===== src/rtl/phase_scheduler.sv =====
// phase_scheduler
// Two-approach traffic-light phase sequencer with demand-actuated greens,
// fixed yellow / all-red clearance and an optional pedestrian walk phase.
//
// Optional feature: define PED_WALK_EN to build the WALK phase and the
// pedestrian request latch. Without it ped_req is ignored, walk and ped_ack
// are tied low and the WALK state is never entered.
//
// Ports
//   clk          rising-edge clock
//   CLR          asynchronous active-low reset
//   en           run enable; low freezes state, counter and demand flags
//   car_ns       north-south vehicle sensor (level)
//   car_ew       east-west vehicle sensor (level)
//   ped_req      pedestrian button (pulse or level)
//   NR/NY/NG     north-south red / yellow / green lamps
//   ER/EY/EG     east-west red / yellow / green lamps
//   walk         pedestrian walk lamp
//   ped_ack      one-cycle pulse when a pedestrian request is first latched
//   phase        current state code (AR=0 NSG=1 NSY=2 EWG=3 EWY=4 WALK=5)
module phase_scheduler #(
  parameter int GREEN_MIN = 8,
  parameter int GREEN_MAX = 32,
  parameter int YELLOW_T  = 4,
  parameter int ALLRED_T  = 2,
  parameter int WALK_T    = 10,
  parameter int CNT_W     = 6
) (
  input  logic       clk,
  input  logic       CLR,
  input  logic       en,
  input  logic       car_ns,
  input  logic       car_ew,
  input  logic       ped_req,
  output logic       NR,
  output logic       NY,
  output logic       NG,
  output logic       ER,
  output logic       EY,
  output logic       EG,
  output logic       walk,
  output logic       ped_ack,
  output logic [2:0] phase
);

  typedef enum logic [2:0] {
    S_AR   = 3'd0,
    S_NSG  = 3'd1,
    S_NSY  = 3'd2,
    S_EWG  = 3'd3,
    S_EWY  = 3'd4,
    S_WALK = 3'd5
  } state_t;

  // Counter values on the last cycle of each timed state.
  localparam logic [CNT_W-1:0] GMIN_LAST   = CNT_W'(GREEN_MIN - 1);
  localparam logic [CNT_W-1:0] GMAX_LAST   = CNT_W'(GREEN_MAX - 1);
  localparam logic [CNT_W-1:0] YEL_LAST    = CNT_W'(YELLOW_T - 1);
  localparam logic [CNT_W-1:0] ALLRED_LAST = CNT_W'(ALLRED_T - 1);
  localparam logic [CNT_W-1:0] WALK_LAST   = CNT_W'(WALK_T - 1);

  state_t           state;
  state_t           state_nxt;
  logic [CNT_W-1:0] cnt;
  logic             dem_ns;
  logic             dem_ew;
  logic             ped_pend;
  logic             next_ew;
  logic             from_yellow;
  logic             entering;
  logic             opp_ns;
  logic             opp_ew;

  assign phase    = state;
  assign entering = (state_nxt != state);
  assign opp_ns   = dem_ew | ped_pend;
  assign opp_ew   = dem_ns | ped_pend;

  // Next-state logic. Timed states leave after their last counted cycle;
  // greens only leave when the other side (or a pedestrian) is waiting.
  // Unused codes fall back to all-red even while disabled.
  always_comb begin
    state_nxt = state;
    case (state)
      S_AR: begin
        if (en && cnt >= ALLRED_LAST) begin
          if (ped_pend && from_yellow) state_nxt = S_WALK;
          else if (next_ew)            state_nxt = S_EWG;
          else                         state_nxt = S_NSG;
        end
      end
      S_NSG: begin
        if (en && opp_ns && ((cnt >= GMIN_LAST && !car_ns) || cnt >= GMAX_LAST))
          state_nxt = S_NSY;
      end
      S_NSY: begin
        if (en && cnt >= YEL_LAST) state_nxt = S_AR;
      end
      S_EWG: begin
        if (en && opp_ew && ((cnt >= GMIN_LAST && !car_ew) || cnt >= GMAX_LAST))
          state_nxt = S_EWY;
      end
      S_EWY: begin
        if (en && cnt >= YEL_LAST) state_nxt = S_AR;
      end
      S_WALK: begin
        if (en && cnt >= WALK_LAST) state_nxt = S_AR;
      end
      default: state_nxt = S_AR;
    endcase
  end

  // State register, phase counter and registered lamp decode. Lamps are
  // decoded from the next state so they change on the same edge as phase.
  always_ff @(posedge clk or negedge CLR) begin
    if (!CLR) begin
      state <= S_AR;
      cnt   <= '0;
      NR    <= 1'b1;
      NY    <= 1'b0;
      NG    <= 1'b0;
      ER    <= 1'b1;
      EY    <= 1'b0;
      EG    <= 1'b0;
    end else begin
      state <= state_nxt;
      if (entering)
        cnt <= '0;
      else if (en && cnt != '1)
        cnt <= cnt + 1'b1;
      NG <= (state_nxt == S_NSG);
      NY <= (state_nxt == S_NSY);
      NR <= !((state_nxt == S_NSG) || (state_nxt == S_NSY));
      EG <= (state_nxt == S_EWG);
      EY <= (state_nxt == S_EWY);
      ER <= !((state_nxt == S_EWG) || (state_nxt == S_EWY));
    end
  end

  // Vehicle demand latches (set beats clear) plus the bookkeeping that
  // decides what follows all-red: which green is next, and whether all-red
  // was reached through a yellow (only then may a walk phase be inserted).
  always_ff @(posedge clk or negedge CLR) begin
    if (!CLR) begin
      dem_ns      <= 1'b0;
      dem_ew      <= 1'b0;
      next_ew     <= 1'b0;
      from_yellow <= 1'b0;
    end else begin
      if (en) begin
        if (car_ns)
          dem_ns <= 1'b1;
        else if (entering && state_nxt == S_NSG)
          dem_ns <= 1'b0;
        if (car_ew)
          dem_ew <= 1'b1;
        else if (entering && state_nxt == S_EWG)
          dem_ew <= 1'b0;
      end
      if (entering && state == S_NSY)
        next_ew <= 1'b1;
      else if (entering && state == S_EWY)
        next_ew <= 1'b0;
      if (entering && state_nxt == S_AR)
        from_yellow <= (state == S_NSY) || (state == S_EWY);
    end
  end

`ifdef PED_WALK_EN
  // Pedestrian latch. The acknowledge pulse marks only the 0->1 edge of the
  // pending flag, so holding or re-pressing the button is silent. Presses
  // during the walk itself are dropped.
  always_ff @(posedge clk or negedge CLR) begin
    if (!CLR) begin
      ped_pend <= 1'b0;
      ped_ack  <= 1'b0;
      walk     <= 1'b0;
    end else begin
      walk    <= (state_nxt == S_WALK);
      ped_ack <= 1'b0;
      if (en) begin
        if (ped_req && state != S_WALK) begin
          ped_pend <= 1'b1;
          ped_ack  <= !ped_pend;
        end else if (entering && state_nxt == S_WALK) begin
          ped_pend <= 1'b0;
        end
      end
    end
  end
`else
  logic unused_ped_req;

  assign unused_ped_req = ped_req;
  assign ped_pend       = 1'b0;
  assign ped_ack        = 1'b0;
  assign walk           = 1'b0;
`endif

endmodule


===== config.mk =====
export PLATFORM = sky130hd
export DESIGN_NAME = phase_scheduler
export DESIGN_NICKNAME = d
export VERILOG_FILES = /design/src/rtl/phase_scheduler.sv
export SDC_FILE = /design/constraint.sdc
export NUM_CORES = 1
export LEC_CHECK = 0
export CORE_MARGIN = 3
export CORE_UTILIZATION = 55
export CTS_CLUSTER_DIAMETER = 80
export DETAILED_ROUTE_END_ITERATION = 10
export PLACE_DENSITY = 0.9
export RECOVER_POWER = 50
export SLEW_MARGIN = 30
export SYNTH_ARGS = -nofsm -noshare
export SYNTH_HDL_FRONTEND = slang
export SYNTH_SLANG_ARGS = --single-unit

===== constraint.sdc =====
create_clock -name clk -period 3.7 [get_ports clk]
set_input_delay 0.74 -clock clk [delete_from_list [all_inputs] [get_ports clk]]
set_output_delay 0.74 -clock clk [all_outputs]
set_load 0.05 [all_outputs]

==> summary.md <==
| Metric | Value |
|---|---|
| Status | `complete, no violations` |
| Yosys warnings | `0` |
| Clock Skew | `0.00791 ns` |
| Switching share of power | `0.480` |
| Final hold vios | `0` |
| Least-Margin Pin Slew | `0.795 ns` |
| Pin count of the biggest net entering global routing | `19` |
| Worst r2r path cells | `7` |
| Hold EP | `dem_ew` |
| Port buffer count | `13` |
| Hold/Removal Path Class | `register to register` |
| Synth area leaders | `dfrtp_1 (39%), dfstp_2 (5.1%), ha_1 (4.9%)` |
| Post-DP HPWL | `1670 um` |
| Final Instance Area | `1200 sq um` |
| MaxCap Viol Count | `0` |
| Root Driver | `clkbuf_4` |
| Worst-case clock buffer depth | `2` |
| Vias | `862` |
| Lkg Pwr | `0.539 nW` |
| CP Launch Type | `input port` |
| WL per Instance | `16.2 um` |
| Slew headroom | `0.468` |
| Reg clk slew, reported paths | `0.11 ns` |
| WHS Path Cells | `1` |
| Number of global-route vias before repair | `880` |
| NetSw | `0.000502 W` |
| Die width | `49.1 um` |
| Seq/Total Area, Yosys | `0.443` |
| Antenna Cells | `0` |
| I/O pins | `17` |
| Worst Path Buf+Inv | `1` |
| Top delay family on crit path | `simple AND/OR/NAND/NOR gates` |
| Post-synth EDFFs | `0` |
| Total die area | `2410 sq um` |
| Vias per Instance | `6.07` |
| Hold slack | `0.550 ns` |
| Post-synth top area cell | `dfrtp_1` |
| Worst path required time | `3.86 ns` |
| Final period utilization | `0.732` |
| Adder-cell share of the synthesized area | `0.0490` |
| Post-synthesis register bit count | `18` |
| Hold_sp | `dem_ew` |
| Max Freq | `0.369 GHz` |
| CTS tree | `done` |
| # clock sinks | `18` |
| Kind of critical path | `input port to register` |
| Comb power frac | `0.545` |
| Endpoint class of the critical path | `register` |
| Syn_area_per_cell | `9.83 sq um` |
| # resized after CTS | `0` |
| Core area | `1630 sq um` |
| DRC | `0` |
| Final number of setup-violating endpoints | `0` |
| Post-synthesis simple-gate area fraction | `0.214` |
| Largest family of logic cells by synthesized area | `simple AND/OR/NAND/NOR gates` |
| Nets | `129` |
| Critical Path Source | `en` |
| Fin cells | `142` |
| Reg2reg end | `dem_ns` |
| RD Place Congestion | `0.944` |
| CTS buffer count | `3` |
| Final core occ | `0.736` |
| Clock latency on the worst-skew pair | `0.30 ns` |
| GRT overflow | `0` |
| Power share of the sequential group | `0.336` |
| Crit-path max cell delay | `0.80 ns` |
| Post-synthesis mux area share | `0` |
| Top cell type's share of synthesized area | `0.392` |
| Compound-gate portion of the synthesized area | `0.195` |
| XOR/XNOR Fraction of Synth Area | `0.0428` |
| Antenna Violating Nets Remaining | `0` |
| Share of cells above drive strength 1 | `0.127` |
| Detailed Routing Iterations Pass 1 | `5` |
| Final wirelength | `2300 um` |
| Critical-path top delay cell | `dlygate4sd3_1` |
| Clk pwr share | `0.118` |
| R2R Path Start | `cnt[0]` |
| Overall Global Routing Usage | `0.209` |
| Pwr Density | `873 nW/um^2` |
| Global-route wire length before repair | `3860 um` |
| Critical Path, Cell by Cell | `dlygate4sd3_1 -> or4b_1 -> a21oi_1 -> a221oi_1 -> and4bb_2 -> a41oi_2` |
| Final Max Slew Viols | `0` |
| Initial DRC Count | `31` |
| Mapped Cells | `104` |
| VDD IR-drop max | `0.445 mV` |
| Starting density of the core | `0.627` |
| RSZ-0062 raised after global routing | `false` |
| Setup slack, reg-to-reg | `1.35 ns` |
| CP Data Arrival Time | `2.87 ns` |
| Unique masters post-synth | `43` |
| Die Y | `49.1 um` |
| Area grow syn2layout | `17.3%` |
| Placed cells | `138` |
| CTS H-Tree Depth | `1` |
| Main synth FF type | `dfrtp_1` |
| Setup TNS | `0 ns` |
| Async SR Flop Fraction | `1.00` |
| P_int | `0.000544 W` |
| Final Critical Period | `2.71 ns` |
| Postcts setup bufs | `0` |
| Crit Path Max Fanout | `12` |
| Most common cell in the netlist | `dfrtp_1` |
| Post-place instance area | `1160 sq um` |
| Synth cell count leaders | `dfrtp_1 (16), nor2_1 (12), nand2_1 (9), inv_1 (8), a21oi_1 (7)` |
| CTS Hold Bufs | `0` |
| Post-Syn Area | `1020 sq um` |
| Rows | `14` |
| Initial antenna violation count | `0` |
==> state kept, by name (all words and copies together) (netlist names) <==
register,cells
EG,1
ER,1
EY,1
NG,1
NR,1
NY,1
cnt,6
dem_ew,1
dem_ns,1
next_ew,1
phase,3
==> per-layer routing <==
| layer | up-vias | share of wire | global-route usage | wire (um) |
|---|---|---|---|---|
| met1 | 404 | 0.39 | 0.248 | 897 |
| met4 | 0 | 0.028 | 0.109 | 65 |
| met5 | - | 0 | 0 | 0 |
| li1 | 394 | - | - | - |
| met2 | 53 | 0.49 | 0.350 | 1140 |
| met3 | 11 | 0.087 | 0.0459 | 200 |
==> cells by family (layout without fill, tap and decap cells) <==
group,Yosys count,in the layout
AOI/OAI and AO/OA,25,25
xor gates and xnor gates,5,5
adders and majority gates,4,4
buffers and inverters,12,25
DFF,18,18
other,1,2
and+or+nand+nor,39,39
==> cell usage in the layout (no fill, tap or decap), drive strengths merged, types with 2 or more instances in the layout <==
| cell type | n |
|---|---|
| dfrtp | 16 |
| xnor2 | 3 |
| clkbuf | 4 |
| nor3 | 4 |
| conb | 2 |
| xor2 | 2 |
| o21bai | 2 |
| nand3 | 2 |
| nor2b | 2 |
| nand2 | 9 |
| a21oi | 7 |
| nand4 | 2 |
| clkdlybuf4s50 | 9 |
| ha | 4 |
| inv | 8 |
| dlygate4sd3 | 4 |
| nor2 | 12 |
| dfstp | 2 |
| o21ai | 3 |
==> worst register-to-register path, delay by kind of cell (launching register included) <==
family | cells | cell delay, ns
flops | 1 | 0.47
compound gates | 4 | 1.05
fa+ha+maj | 1 | 0.29
simple gates | 2 | 0.47
==> metrics by stage <==
stage                     total power, W  setup WS, ns
final                            0.00105         0.992
after global routing             0.00111         0.887
after CTS                        0.00104          1.10
after detailed placement        0.000917         0.783
after global placement          0.000889         0.850
after floorplan                 0.000754          1.54
==> area by class of cell <==
class | count | area (sq um)
tap | 24 | 30.0
sequential | 18 | 453
multi-input combinational | 75 | 519
fill | 121 | 430
inverter | 8 | 30.0
clock buffer | 4 | 36.3
timing repair buffer | 13 | 130
==> power by group through the flow <==
stage | Clock, W | Combinational (W) | Sequential [W]
2_1_floorplan | 0 | 0.000282 | 0.000472
3_3_place_gp | 0 | 0.000543 | 0.000346
3_5_place_dp | 0 | 0.000564 | 0.000353
4_1_cts | 0.000124 | 0.000568 | 0.000348
5_1_grt | 0.000136 | 0.000611 | 0.000360
6_report | 0.000124 | 0.000571 | 0.000352
==> worst max-delay path by stage <==
| stage | to | slack [ns] | depth (start not counted) |
|---|---|---|---|
| floorplan | dem_ns | 1.54 | 5 |
| global placement | dem_ns | 0.85 | 6 |
| detailed placement | dem_ns | 0.78 | 6 |
| CTS | dem_ns | 1.10 | 6 |
| global route | dem_ns | 0.89 | 6 |
| finish | dem_ns | 0.99 | 6 |
Power figures use the tool's default switching activity.
